File: src/rtl/exc_pkg.sv
// Shared definitions for the exception sequencer.
//   exc_state_t    : sequencer FSM states
//   CAUSE_OVF      : cause code recorded for an arithmetic overflow
//   VECTOR_DEFAULT : default service-bank entry address
package exc_pkg;

    typedef enum logic [1:0] {
        RUN     = 2'd0,
        SERVICE = 2'd1,
        RETURN  = 2'd2,
        HALT    = 2'd3
    } exc_state_t;

    localparam logic [3:0] CAUSE_OVF      = 4'hC;
    localparam int         VECTOR_DEFAULT = 0;

endpackage

File: src/rtl/irq_priority_encoder.sv
// Masked lowest-index interrupt select.
//   i_req   : pending & mask, one bit per line
//   o_valid : at least one request present
//   o_idx   : index of the lowest requesting line (0 when none)
module irq_priority_encoder #(
    parameter int NUM_IRQ = 4
) (
    input  logic [NUM_IRQ-1:0] i_req,
    output logic               o_valid,
    output logic [2:0]         o_idx
);

    // Scan from the top down so the lowest set index is the last write.
    always_comb begin
        o_valid = 1'b0;
        o_idx   = 3'd0;
        for (int i = NUM_IRQ - 1; i >= 0; i--) begin
            if (i_req[i]) begin
                o_valid = 1'b1;
                o_idx   = 3'(i);
            end
        end
    end

endmodule

File: src/rtl/exception_sequencer.sv
// Fetch-side controller for the banked instruction memory. Owns the fetch PC
// and the bank select, latches interrupts, takes overflow/IRQ events into the
// service bank and returns on ERET.
//   clk, reset         : clock, asynchronous active-high reset
//   pc_next            : datapath next PC for the current instruction
//   irq                : single-cycle interrupt pulses
//   ovf_exc, eret      : overflow of current instruction / ERET decode
//   mask_we, mask_wdata: interrupt mask write (1 enables a line)
//   pc, bank_sel       : fetch address and bank (0 program, 1 service)
//   flush              : kill writeback of the current instruction
//   epc, cause         : saved return address and last event code
//   pending, halted    : latched requests, double-fault flag
module exception_sequencer
    import exc_pkg::*;
#(
    parameter int NUM_IRQ = 4,
    parameter int ADDR_W  = 9,
    parameter int VECTOR  = VECTOR_DEFAULT
) (
    input  logic              clk,
    input  logic              reset,
    input  logic [ADDR_W-1:0] pc_next,
    input  logic [NUM_IRQ-1:0] irq,
    input  logic              ovf_exc,
    input  logic              eret,
    input  logic              mask_we,
    input  logic [NUM_IRQ-1:0] mask_wdata,
    output logic [ADDR_W-1:0] pc,
    output logic              bank_sel,
    output logic              flush,
    output logic [ADDR_W-1:0] epc,
    output logic [3:0]        cause,
    output logic [NUM_IRQ-1:0] pending,
    output logic              halted
);

    localparam logic [ADDR_W-1:0] VEC_ADDR = ADDR_W'(VECTOR);

    exc_state_t         r_state, w_state_nxt;
    logic [ADDR_W-1:0]  r_pc, w_pc_nxt;
    logic               r_bank, w_bank_nxt;
    logic [ADDR_W-1:0]  r_epc, w_epc_nxt;
    logic [3:0]         r_cause, w_cause_nxt;
    logic               r_halted, w_halted_nxt;
    logic [NUM_IRQ-1:0] r_mask;
    logic [NUM_IRQ-1:0] r_pending;
    logic [NUM_IRQ-1:0] w_clr;
    logic               w_flush;
    logic               w_take;
    logic               w_enc_valid;
    logic [2:0]         w_enc_idx;

    // Takes are decided from the registered pending bits, so an IRQ pulse
    // is visible in pending one cycle before it can redirect fetch.
    irq_priority_encoder #(.NUM_IRQ(NUM_IRQ)) u_enc (
        .i_req   (r_pending & r_mask),
        .o_valid (w_enc_valid),
        .o_idx   (w_enc_idx)
    );

    always_ff @(posedge clk or posedge reset) begin
        if (reset) begin
            r_state  <= RUN;
            r_pc     <= '0;
            r_bank   <= 1'b0;
            r_epc    <= '0;
            r_cause  <= 4'd0;
            r_halted <= 1'b0;
        end else begin
            r_state  <= w_state_nxt;
            r_pc     <= w_pc_nxt;
            r_bank   <= w_bank_nxt;
            r_epc    <= w_epc_nxt;
            r_cause  <= w_cause_nxt;
            r_halted <= w_halted_nxt;
        end
    end

    always_comb begin
        w_state_nxt  = r_state;
        w_pc_nxt     = r_pc;
        w_bank_nxt   = r_bank;
        w_epc_nxt    = r_epc;
        w_cause_nxt  = r_cause;
        w_halted_nxt = r_halted;
        w_flush      = 1'b0;
        w_take       = 1'b0;
        case (r_state)
            RUN, RETURN: begin
                w_pc_nxt    = pc_next;
                w_state_nxt = RUN;
                if (ovf_exc) begin
                    // Faulting instruction is killed and re-executed on return.
                    w_flush     = 1'b1;
                    w_epc_nxt   = r_pc;
                    w_cause_nxt = CAUSE_OVF;
                    w_pc_nxt    = VEC_ADDR;
                    w_bank_nxt  = 1'b1;
                    w_state_nxt = SERVICE;
                end else if (r_state == RUN && w_enc_valid) begin
                    // Current instruction completes; resume after it.
                    w_take      = 1'b1;
                    w_epc_nxt   = pc_next;
                    w_cause_nxt = {1'b0, w_enc_idx};
                    w_pc_nxt    = VEC_ADDR;
                    w_bank_nxt  = 1'b1;
                    w_state_nxt = SERVICE;
                end
            end
            SERVICE: begin
                if (ovf_exc) begin
                    // Double fault: PC stays on the faulting handler address.
                    w_flush      = 1'b1;
                    w_halted_nxt = 1'b1;
                    w_state_nxt  = HALT;
                end else if (eret) begin
                    w_pc_nxt    = r_epc;
                    w_bank_nxt  = 1'b0;
                    w_state_nxt = RETURN;
                end else begin
                    w_pc_nxt = pc_next;
                end
            end
            default: begin
                w_flush = 1'b1;
            end
        endcase
    end

    always_comb begin
        w_clr = '0;
        for (int i = 0; i < NUM_IRQ; i++) begin
            w_clr[i] = w_take && (w_enc_idx == 3'(i));
        end
    end

    // New requests OR in after the clear, so a set wins over a same-cycle take.
    always_ff @(posedge clk or posedge reset) begin
        if (reset) begin
            r_pending <= '0;
            r_mask    <= '0;
        end else begin
            r_pending <= (r_pending & ~w_clr) | irq;
            if (mask_we) r_mask <= mask_wdata;
        end
    end

    assign pc       = r_pc;
    assign bank_sel = r_bank;
    assign flush    = w_flush;
    assign epc      = r_epc;
    assign cause    = r_cause;
    assign pending  = r_pending;
    assign halted   = r_halted;

endmodule

File: config.mk
export PLATFORM = sky130hd
export DESIGN_NAME = exception_sequencer
export DESIGN_NICKNAME = d
export VERILOG_FILES = /design/src/rtl/exc_pkg.sv /design/src/rtl/irq_priority_encoder.sv /design/src/rtl/exception_sequencer.sv
export SDC_FILE = /design/constraint.sdc
export NUM_CORES = 1
export LEC_CHECK = 0
export ABC_CLOCK_PERIOD_IN_PS = 2200
export CAP_MARGIN = 5
export CORE_MARGIN = 2
export CORE_UTILIZATION = 47
export CTS_CLUSTER_SIZE = 30
export DETAILED_ROUTE_END_ITERATION = 8
export PLACE_DENSITY_LB_ADDON = 0.15
export SKIP_LAST_GASP = 1
export SYNTH_ARGS = -nofsm -noshare
export SYNTH_HDL_FRONTEND = slang
export SYNTH_HIERARCHICAL = 1
export SYNTH_SLANG_ARGS = --single-unit
export TNS_END_PERCENT = 50
File: constraint.sdc
create_clock -name clk -period 2.2 [get_ports clk]
set_clock_uncertainty 0.2 [all_clocks]
set_input_delay 0.44 -clock clk [delete_from_list [all_inputs] [get_ports clk]]
set_output_delay 0.44 -clock clk [all_outputs]
set_load 0.01 [all_outputs]
==> flow_summary.toml, run 1 <==
[status]
status = "complete, no violations"

[final_layout]
drive_above_1_share = 0.212
regArea_um2 = 851
final_cell_mix = "clkdlybuf4s50_1 (49), dfrtp_1 (34), mux2_2 (22), o21ai_0 (11)"
final_util = 0.687
diodes = 0
fillCellCount = 277
final_area_um2 = 2350
nets = 233
layout_commonest_cell = "clkdlybuf4s50_1"
syn_to_final_growth_pct = 36.5
multi_input_area_um2 = 782

[logic_synthesis]
syn-num-nets = 175
synthesis.area_um2 = 1720
post_synth_inst_count = 153
ys_types = 33
synth_edf_count = 0
yosysWarningCount = 6
seq_area_frac_synth = 0.495
synth_top_flop_cell = "dfrtp_1"
synth_top_area_share = 0.495
yosysTopAreaCell = "dfrtp_1"
synth_area_leaders = "dfrtp_1 (49%), mux2_2 (14%), o2bb2ai_1 (5.1%)"
synth-async-reset-ratio = 1.00
syn_avg_cell_area_um2 = 11.2
ys_ff_latch = 34

[setup_path]
end_kind = "primary output"
required_ns = 1.56
arrival_ns = 1.34
path_cells = "clkdlybuf4s50_1 -> inv_1 -> nand2_1 -> dlygate4sd2_1"
crit_slowest_cell = "clkdlybuf4s50_1"
slowest_delay_ns = 0.49
criticalPathCategory = "in2out"
cp-start-kind = "input pin"
crit_fanout = 2

[sta]
final-hold-violation-count = 0
setup_viol = 0
slew-limit-headroom = 0.557
min_period_ns = 1.98
whs_ns = 0.268
worst_slack_ns = 0.217
rsz0062_at_grt = "false"
fmax_ghz = 0.504
worstMarginPinSlew_ns = 0.662
period_share = 0.901
slew_violations = 0

[route]
wl_per_cell_um = 15.7
first_pass_iters = 4
wirelength_um = 4050
vias_per_cell = 5.45
drc = 0
drtAntennaViolNets = 0
num_vias = 1406
drt_iter0_markers = 79

[cts]
cts_root_buf = "clkbuf_4"
post_cts_resized = 1
cts_max_level = 2
clk_latency_ns = 0.33
clkSinkCount = 34
clkTransAtPathRegs_ns = 0.11
cts_tree = "done"
cts_buffer_depth = 2
cts_hold_buf = 0
cts_setup_buffers = 0
cts_buffers = 5

[placement]
dpl_worst_slack_ns = -0.0919
gp_congestion = 0.752
dp_hpwl_um = 3000
io_buffers = 50
place_area_um2 = 2290

[die]
die_x_um = 64.5
fp.dieH_um = 64.5
rows = 21
core-area_um2 = 3420
num_io_pins = 51
dieArea_um2 = 4160
initial_core_util = 0.503

[grt]
grt_max_degree = 35
grt.met3_usage = 0.0521
grt_util_met1 = 0.281
gr-max-usage-layer = "met2"
use_met2 = 0.340
antenna_found_initial = 0
first_global_vias = 1412
grt_pass1_wl_um = 6590
grt_use_total = 0.210
gr-total-overflow = 0

[run]
cap_viol_max_count = 0

[min_path]
hold_path_class = "reg2reg"

[pwr]
p_per_area_nw_per_um2 = 865
finalPower_mw = 2.03
p_leak_nw = 0.943
vdd_drop_max_uv = 596
## where the power goes
part	switching, mW	internal, mW
logic	0.280	0.467
registers	0.128	0.797
clock network	0.202	0.155
## logic make-up (layout without fill, tap and decap cells)
family                 Yosys count  count (layout)  synth area share
AOI/OAI and AO/OA               50              50             0.204
other                            1               1           0.00218
DFF                             34              34             0.495
muxes                           22              22             0.144
and+or+nand+nor                 31              31             0.105
buffers and inverters           15              74            0.0502
## final timing paths
path                             from         end  slack [ns]  cells past startpoint
min reg2reg                    halted      halted        0.27                      1
max in group asynchronous       reset    cause[1]        1.21                      3
min in group asynchronous       reset      epc[2]        0.28                      3
max reg2reg                pending[0]  pending[2]        0.24                      6
max                           ovf_exc       flush        0.22                      4
min                            halted      halted        0.27                      1
## critical path, delay by kind of cell
kind / cells / cell delay, ns
buffers and inverters: 3 / 0.84
and+or+nand+nor: 1 / 0.06
## metrics by stage
stage               cells  setup TNS [ns]
floorplan             153               0
detailed placement    250           -1.22
global route          258               0
global placement      250          -0.511
CTS                   258               0
finish                258               0
## layout make-up
class                   count  area share
clock buffers               7      0.0235
clock inverters             1     0.00213
inverters                   6     0.00959
multi-input cells         104       0.333
flip-flops and latches     34       0.362
well taps                  46      0.0245
repair buffers             60       0.245
## state kept, by name, summed over array words and instances, names as in the netlist
| signal | flops |
|---|---|
| halted | 1 |
| pending | 4 |
| epc | 9 |
| pc | 9 |
| r_state | 2 |
| cause | 4 |
| r_mask | 4 |
| bank_sel | 1 |
## per-layer routing
metal,vias to the layer above,wire length [µm]
li1,675,-
met1,691,1850
met2,34,2000
met3,6,165
met4,0,40
met5,-,0
## cell usage after synthesis (2+ instances only)
master / count
mux2_2: 22
a21oi_1: 10
dfrtp_1: 34
nor3_1: 2
nor2b_1: 3
o21ai_0: 11
nor2_1: 10
a31oi_1: 2
buf_6: 2
a211oi_1: 2
nand2_1: 5
buf_4: 4
clkbuf_1: 2
and2_1: 5
a22o_1: 2
a211o_1: 7
inv_1: 5
o2bb2ai_1: 10
No activity file was read; power rests on OpenSTA's default activity.
==> run 2, diff against run 1 <==
--- a/config.mk
+++ b/config.mk
@@ -5,16 +5,15 @@
 export SDC_FILE = /design/constraint.sdc
 export NUM_CORES = 1
 export LEC_CHECK = 0
-export ABC_CLOCK_PERIOD_IN_PS = 2200
+export ABC_CLOCK_PERIOD_IN_PS = 2550
 export CAP_MARGIN = 5
 export CORE_MARGIN = 2
-export CORE_UTILIZATION = 47
+export CORE_UTILIZATION = 51
 export CTS_CLUSTER_SIZE = 30
 export DETAILED_ROUTE_END_ITERATION = 8
 export PLACE_DENSITY_LB_ADDON = 0.15
 export SKIP_LAST_GASP = 1
 export SYNTH_ARGS = -nofsm -noshare
 export SYNTH_HDL_FRONTEND = slang
-export SYNTH_HIERARCHICAL = 1
 export SYNTH_SLANG_ARGS = --single-unit
 export TNS_END_PERCENT = 50
==> constraint.sdc (replaced) <==
create_clock -name clk -period 2.55 [get_ports clk]
set_clock_uncertainty 0.2 [all_clocks]
set_input_delay 0.51 -clock clk [delete_from_list [all_inputs] [get_ports clk]]
set_output_delay 0.51 -clock clk [all_outputs]
set_load 0.01 [all_outputs]
==> run 2 against run 1 <==
Worst setup slack lost 0.077 ns. First-iteration DRC count grew 56%. Sequential share of layout area shrank 0.84 points. Highest routed layer unchanged. Largest power group unchanged. Largest cell class unchanged. Critical path depth is the same.
==> flow_summary.toml, run 2 <==
[sta]
final-hold-violation-count = 0
fmax_ghz = 0.415
slew_violations = 0
final.setup.tns_ns = 0
slew-limit-headroom = 0.501
whs_ns = 0.290
min_period_ns = 2.41
worstMarginPinSlew_ns = 0.744
setup_viol = 0
rsz0062_at_grt = "false"
period_share = 0.945

[grt]
grt_use_total = 0.243
antenna_found_initial = 0
first_global_vias = 1586
grt_pass1_wl_um = 7490
gr-total-overflow = 0
grt_max_degree = 34

[setup_path]
rr_endpoint = "pc[5]"
required_ns = 1.84
rrSetupSlack_ns = 0.72
end_kind = "primary output"
crit_fanout = 2
cp-start-kind = "input pin"
criticalPathCategory = "in2out"
reg2reg_depth = 4
arrival_ns = 1.70
regToRegStartpoint = "pending[1]"

[logic_synthesis]
synth_top_flop_cell = "dfrtp_1"
yosysTopAreaCell = "dfrtp_1"
synth-async-reset-ratio = 1.00
synthesis.area_um2 = 1760
ys_ff_latch = 33
syn-num-nets = 201
yosysWarningCount = 0
ys_types = 42
synth_top_area_share = 0.469
synth_edf_count = 0
post_synth_inst_count = 179
synth_most_common_cell = "dfrtp_1"
synth_commonest_cells = "dfrtp_1 (33), a21oi_1 (19), nor2_1 (18)"
seq_area_frac_synth = 0.469
syn_avg_cell_area_um2 = 9.84
synth_area_leaders = "dfrtp_1 (47%), a21oi_1 (5.4%), nor2_1 (3.8%)"

[cts]
post_cts_resized = 0
cts_buffers = 5
cts_root_buf = "clkbuf_4"
cts_buffer_depth = 2
cts_tree = "done"
clkTransAtPathRegs_ns = 0.09
cts_setup_buffers = 0
clkSinkCount = 33
clk_latency_ns = 0.34
cts_max_level = 2
cts_hold_buf = 0

[route]
first_pass_iters = 4
drt_iter0_markers = 123
wl_per_cell_um = 15.9
wirelength_um = 4460
num_vias = 1606
vias_per_cell = 5.74
drc = 0
drtAntennaViolNets = 0

[die]
num_io_pins = 51
initial_core_util = 0.528
die_x_um = 62.8
fp.dieH_um = 62.8
core-area_um2 = 3340
dieArea_um2 = 3940
rows = 21

[run]
cap_viol_max_count = 0

[pwr]
combPwrFrac = 0.348
finalPower_mw = 1.61
seqPwrFrac = 0.478
power_frac_clock = 0.174
p_int_mw = 1.11
p_per_area_nw_per_um2 = 692
vdd_drop_max_uv = 421
switching_share = 0.313
power_switching_mw = 0.506
p_leak_nw = 0.897

[final_layout]
fillCellCount = 280
regArea_um2 = 826
final_area_um2 = 2330
final_util = 0.699
multi_input_area_um2 = 821
syn_to_final_growth_pct = 32.4
nets = 255
diodes = 0
final_cell_mix = "clkdlybuf4s50_1 (50), dfrtp_1 (33), a21oi_1 (19), nor2_1 (18), nand2_1 (17)"
drive_above_1_share = 0.120
layout_commonest_cell = "clkdlybuf4s50_1"

[placement]
gp_congestion = 0.784
place_area_um2 = 2280
io_buffers = 50
dp_hpwl_um = 3130

[min_path]
whs_endpoint = "bank_sel"
hold_depth = 1
hold_path_class = "reg2reg"
min_from = "bank_sel"

[status]
status = "complete, no violations"
==> run 2: worst max-delay path by stage <==
stage / from / endpoint / depth (start not counted)
3_5_place_dp: ovf_exc / flush / 4
2_1_floorplan: eret / pc[8] / 5
6_report: ovf_exc / flush / 4
4_1_cts: ovf_exc / flush / 4
5_1_grt: ovf_exc / flush / 4
3_3_place_gp: ovf_exc / flush / 4
==> run 2: cell families (layout without fill, tap and decap cells) <==
| logic type | Yosys count | after routing | share of synthesized area |
|---|---|---|---|
| buffers and inverters | 17 | 72 | 0.0653 |
| AOI/OAI and AO/OA | 72 | 72 | 0.292 |
| muxes | 5 | 5 | 0.0312 |
| and+or+nand+nor | 52 | 52 | 0.143 |
| DFF | 33 | 33 | 0.469 |
==> run 2: worst max-delay path, cell delays in order <==
cell	delay (ns)
clkdlybuf4s50_1	0.49
clkinv_1	0.09
nand2_1	0.08
clkdlybuf4s50_1	0.53
==> run 2: area by class of cell <==
type,instances,share of cell area
multi-input cells,129,0.352
clock buffers,8,0.0209
well taps,46,0.0247
inverters,7,0.0113
repair buffers,57,0.237
flip-flops and latches,33,0.354
==> run 2: power by group through the flow <==
stage                     Combinational [mW]  Sequential (mW)  Clock (mW)
after floorplan                        0.177            0.817           0
after global placement                 0.551            0.763           0
after detailed placement               0.562            0.779           0
after CTS                              0.568            0.771       0.288
after global routing                   0.608            0.792       0.320
final                                  0.561            0.772       0.282
==> run 2: stage by stage <==
stage	worst slack, ns	instances
floorplan	0.801	179
global placement	0.159	272
detailed placement	0.145	272
CTS	0.145	280
global route	0.121	280
finish	0.140	280
==> run 2: metal layers <==
layer | wire length (µm) | share of wire | global-route usage | up-vias
met5 | 0 | 0 | 0 | -
met4 | 48 | 0.011 | 0.0889 | 0
met3 | 245 | 0.055 | 0.0685 | 5
met2 | 2270 | 0.51 | 0.398 | 68
met1 | 1890 | 0.42 | 0.308 | 769
li1 | - | - | - | 764
==> run 3, diff against run 2 <==
--- a/config.mk
+++ b/config.mk
@@ -5,10 +5,11 @@
 export SDC_FILE = /design/constraint.sdc
 export NUM_CORES = 1
 export LEC_CHECK = 0
-export ABC_CLOCK_PERIOD_IN_PS = 2550
+export ABC_CLOCK_PERIOD_IN_PS = 2000
 export CAP_MARGIN = 5
 export CORE_MARGIN = 2
-export CORE_UTILIZATION = 51
+export CORE_UTILIZATION = 44
+export CTS_BUF_LIST = sky130_fd_sc_hd__clkbuf_8
 export CTS_CLUSTER_SIZE = 30
 export DETAILED_ROUTE_END_ITERATION = 8
 export PLACE_DENSITY_LB_ADDON = 0.15
==> constraint.sdc (replaced) <==
create_clock -name clk -period 2 [get_ports clk]
set_clock_uncertainty 0.2 [all_clocks]
set_input_delay 0.4 -clock clk [delete_from_list [all_inputs] [get_ports clk]]
set_output_delay 0.4 -clock clk [all_outputs]
set_load 0.01 [all_outputs]
==> run 3 against run 2 <==
Sequential power rose by 27%. Critical path depth fell by 3. Non-clock buffer count rose by 9. Critical path type is now reg2out. Largest cell class unchanged.
==> flow_summary.toml, run 3 (synthesis gave the netlist of run 2 again) <==
[grt]
grt_max_degree = 34
first_global_vias = 1663
grt_use_total = 0.235
grt_pass1_wl_um = 7810
gr-total-overflow = 0
antenna_found_initial = 0

[die]
core-area_um2 = 3740
initial_core_util = 0.471
num_io_pins = 51
dieArea_um2 = 4530
rows = 22
fp.dieH_um = 67.3
die_x_um = 67.3

[final_layout]
layout_commonest_cell = "clkdlybuf4s50_1"
regArea_um2 = 826
syn_to_final_growth_pct = 39.5
fillCellCount = 321
nets = 264
multi_input_area_um2 = 825
final_cell_mix = "clkdlybuf4s50_1 (49), dfrtp_1 (33), a21oi_1 (19), nor2_1 (18), nand2_1 (17)"
drive_above_1_share = 0.169
fin_cells = 291
diodes = 0

[cts]
clkSinkCount = 33
cts_buffer_depth = 2
cts_buffers = 5
cts_tree = "done"
cts_root_buf = "clkbuf_8"
clkTransAtPathRegs_ns = 0.07
clk_latency_ns = 0.29
cts_hold_buf = 0
cts_max_level = 2

[sta]
final-hold-violation-count = 0
worstMarginPinSlew_ns = 0.506
slew-limit-headroom = 0.662
min_period_ns = 1.93
worst_slack_ns = 0.0691
whs_ns = 0.289
final.setup.tns_ns = 0
fmax_ghz = 0.518
slew_violations = 0
period_share = 0.965
setup_viol = 0
rsz0062_at_grt = "false"

[setup_path]
critPathLaunch = "pending[1]"
rrSetupSlack_ns = 0.20
crit_fanout = 6
end_kind = "primary output"
crit_slowest_cell = "clkdlybuf4s50_1"
crit_family = "buffers and inverters"
slowest_delay_ns = 0.58
criticalPathCategory = "reg2out"
arrival_ns = 1.33
critical_path_buf_inv_count = 1
regToRegStartpoint = "pending[1]"
required_ns = 1.40
path_cells = "clkdlybuf4s50_1"
cp-start-kind = "flip-flop"

[placement]
dpl_worst_slack_ns = -0.221
gp_congestion = 0.795
io_buffers = 50
dp_hpwl_um = 3340
dp.cells = 283

[route]
wl_per_cell_um = 16.0
first_pass_iters = 4
num_vias = 1626
wirelength_um = 4660
drt_iter0_markers = 132
drc = 0
vias_per_cell = 5.59
drtAntennaViolNets = 0

[pwr]
p_per_area_nw_per_um2 = 924
p_leak_nw = 0.968
finalPower_mw = 2.27
vdd_drop_max_uv = 791

[status]
status = "complete, no violations"

[min_path]
hold_path_class = "reg2reg"
min_from = "halted"

[run]
cap_viol_max_count = 0
-- run 3: power by group --
part,internal [mW],switching [mW]
Clock,0.311,0.252
Combinational,0.441,0.285
Sequential,0.837,0.144
Total,1.59,0.681
-- run 3: area by class of cell --
type / instances / share of cell area
Clock buffer: 7 / 0.0392
Clock inverter: 1 / 0.00204
Inverter: 7 / 0.0107
Multi-Input combinational cell: 129 / 0.336
Sequential cell: 33 / 0.336
Tap cell: 48 / 0.0244
Timing Repair Buffer: 66 / 0.252
-- run 3: metal layers --
layer	up-vias	global-route usage	wire, µm
met1	805	0.280	2010
met4	0	0.0893	68
met5	-	0	0
met2	39	0.405	2370
li1	776	-	-
met3	6	0.0600	210
-- run 3: worst paths after layout --
kind	to	cells after the start
min reg2reg	halted	1
max	pending[1]	1
min in group asynchronous	pc[4]	3
min	halted	1
max reg2reg	epc[1]	4
max in group asynchronous	epc[5]	3
-- run 3: metrics by stage --
step | area [µm²] | utilization
after floorplan | 1760 | -
after global placement | 2350 | 0.629
after detailed placement | 2350 | 0.629
after CTS | 2450 | 0.655
after global routing | 2460 | 0.656
final | 2460 | 0.656
-- run 3: timing repair --
item / CTS / global route
setup endpoints to repair: 1 / 2
setup buffers: 0 / 0
resized for setup: 1 / 1
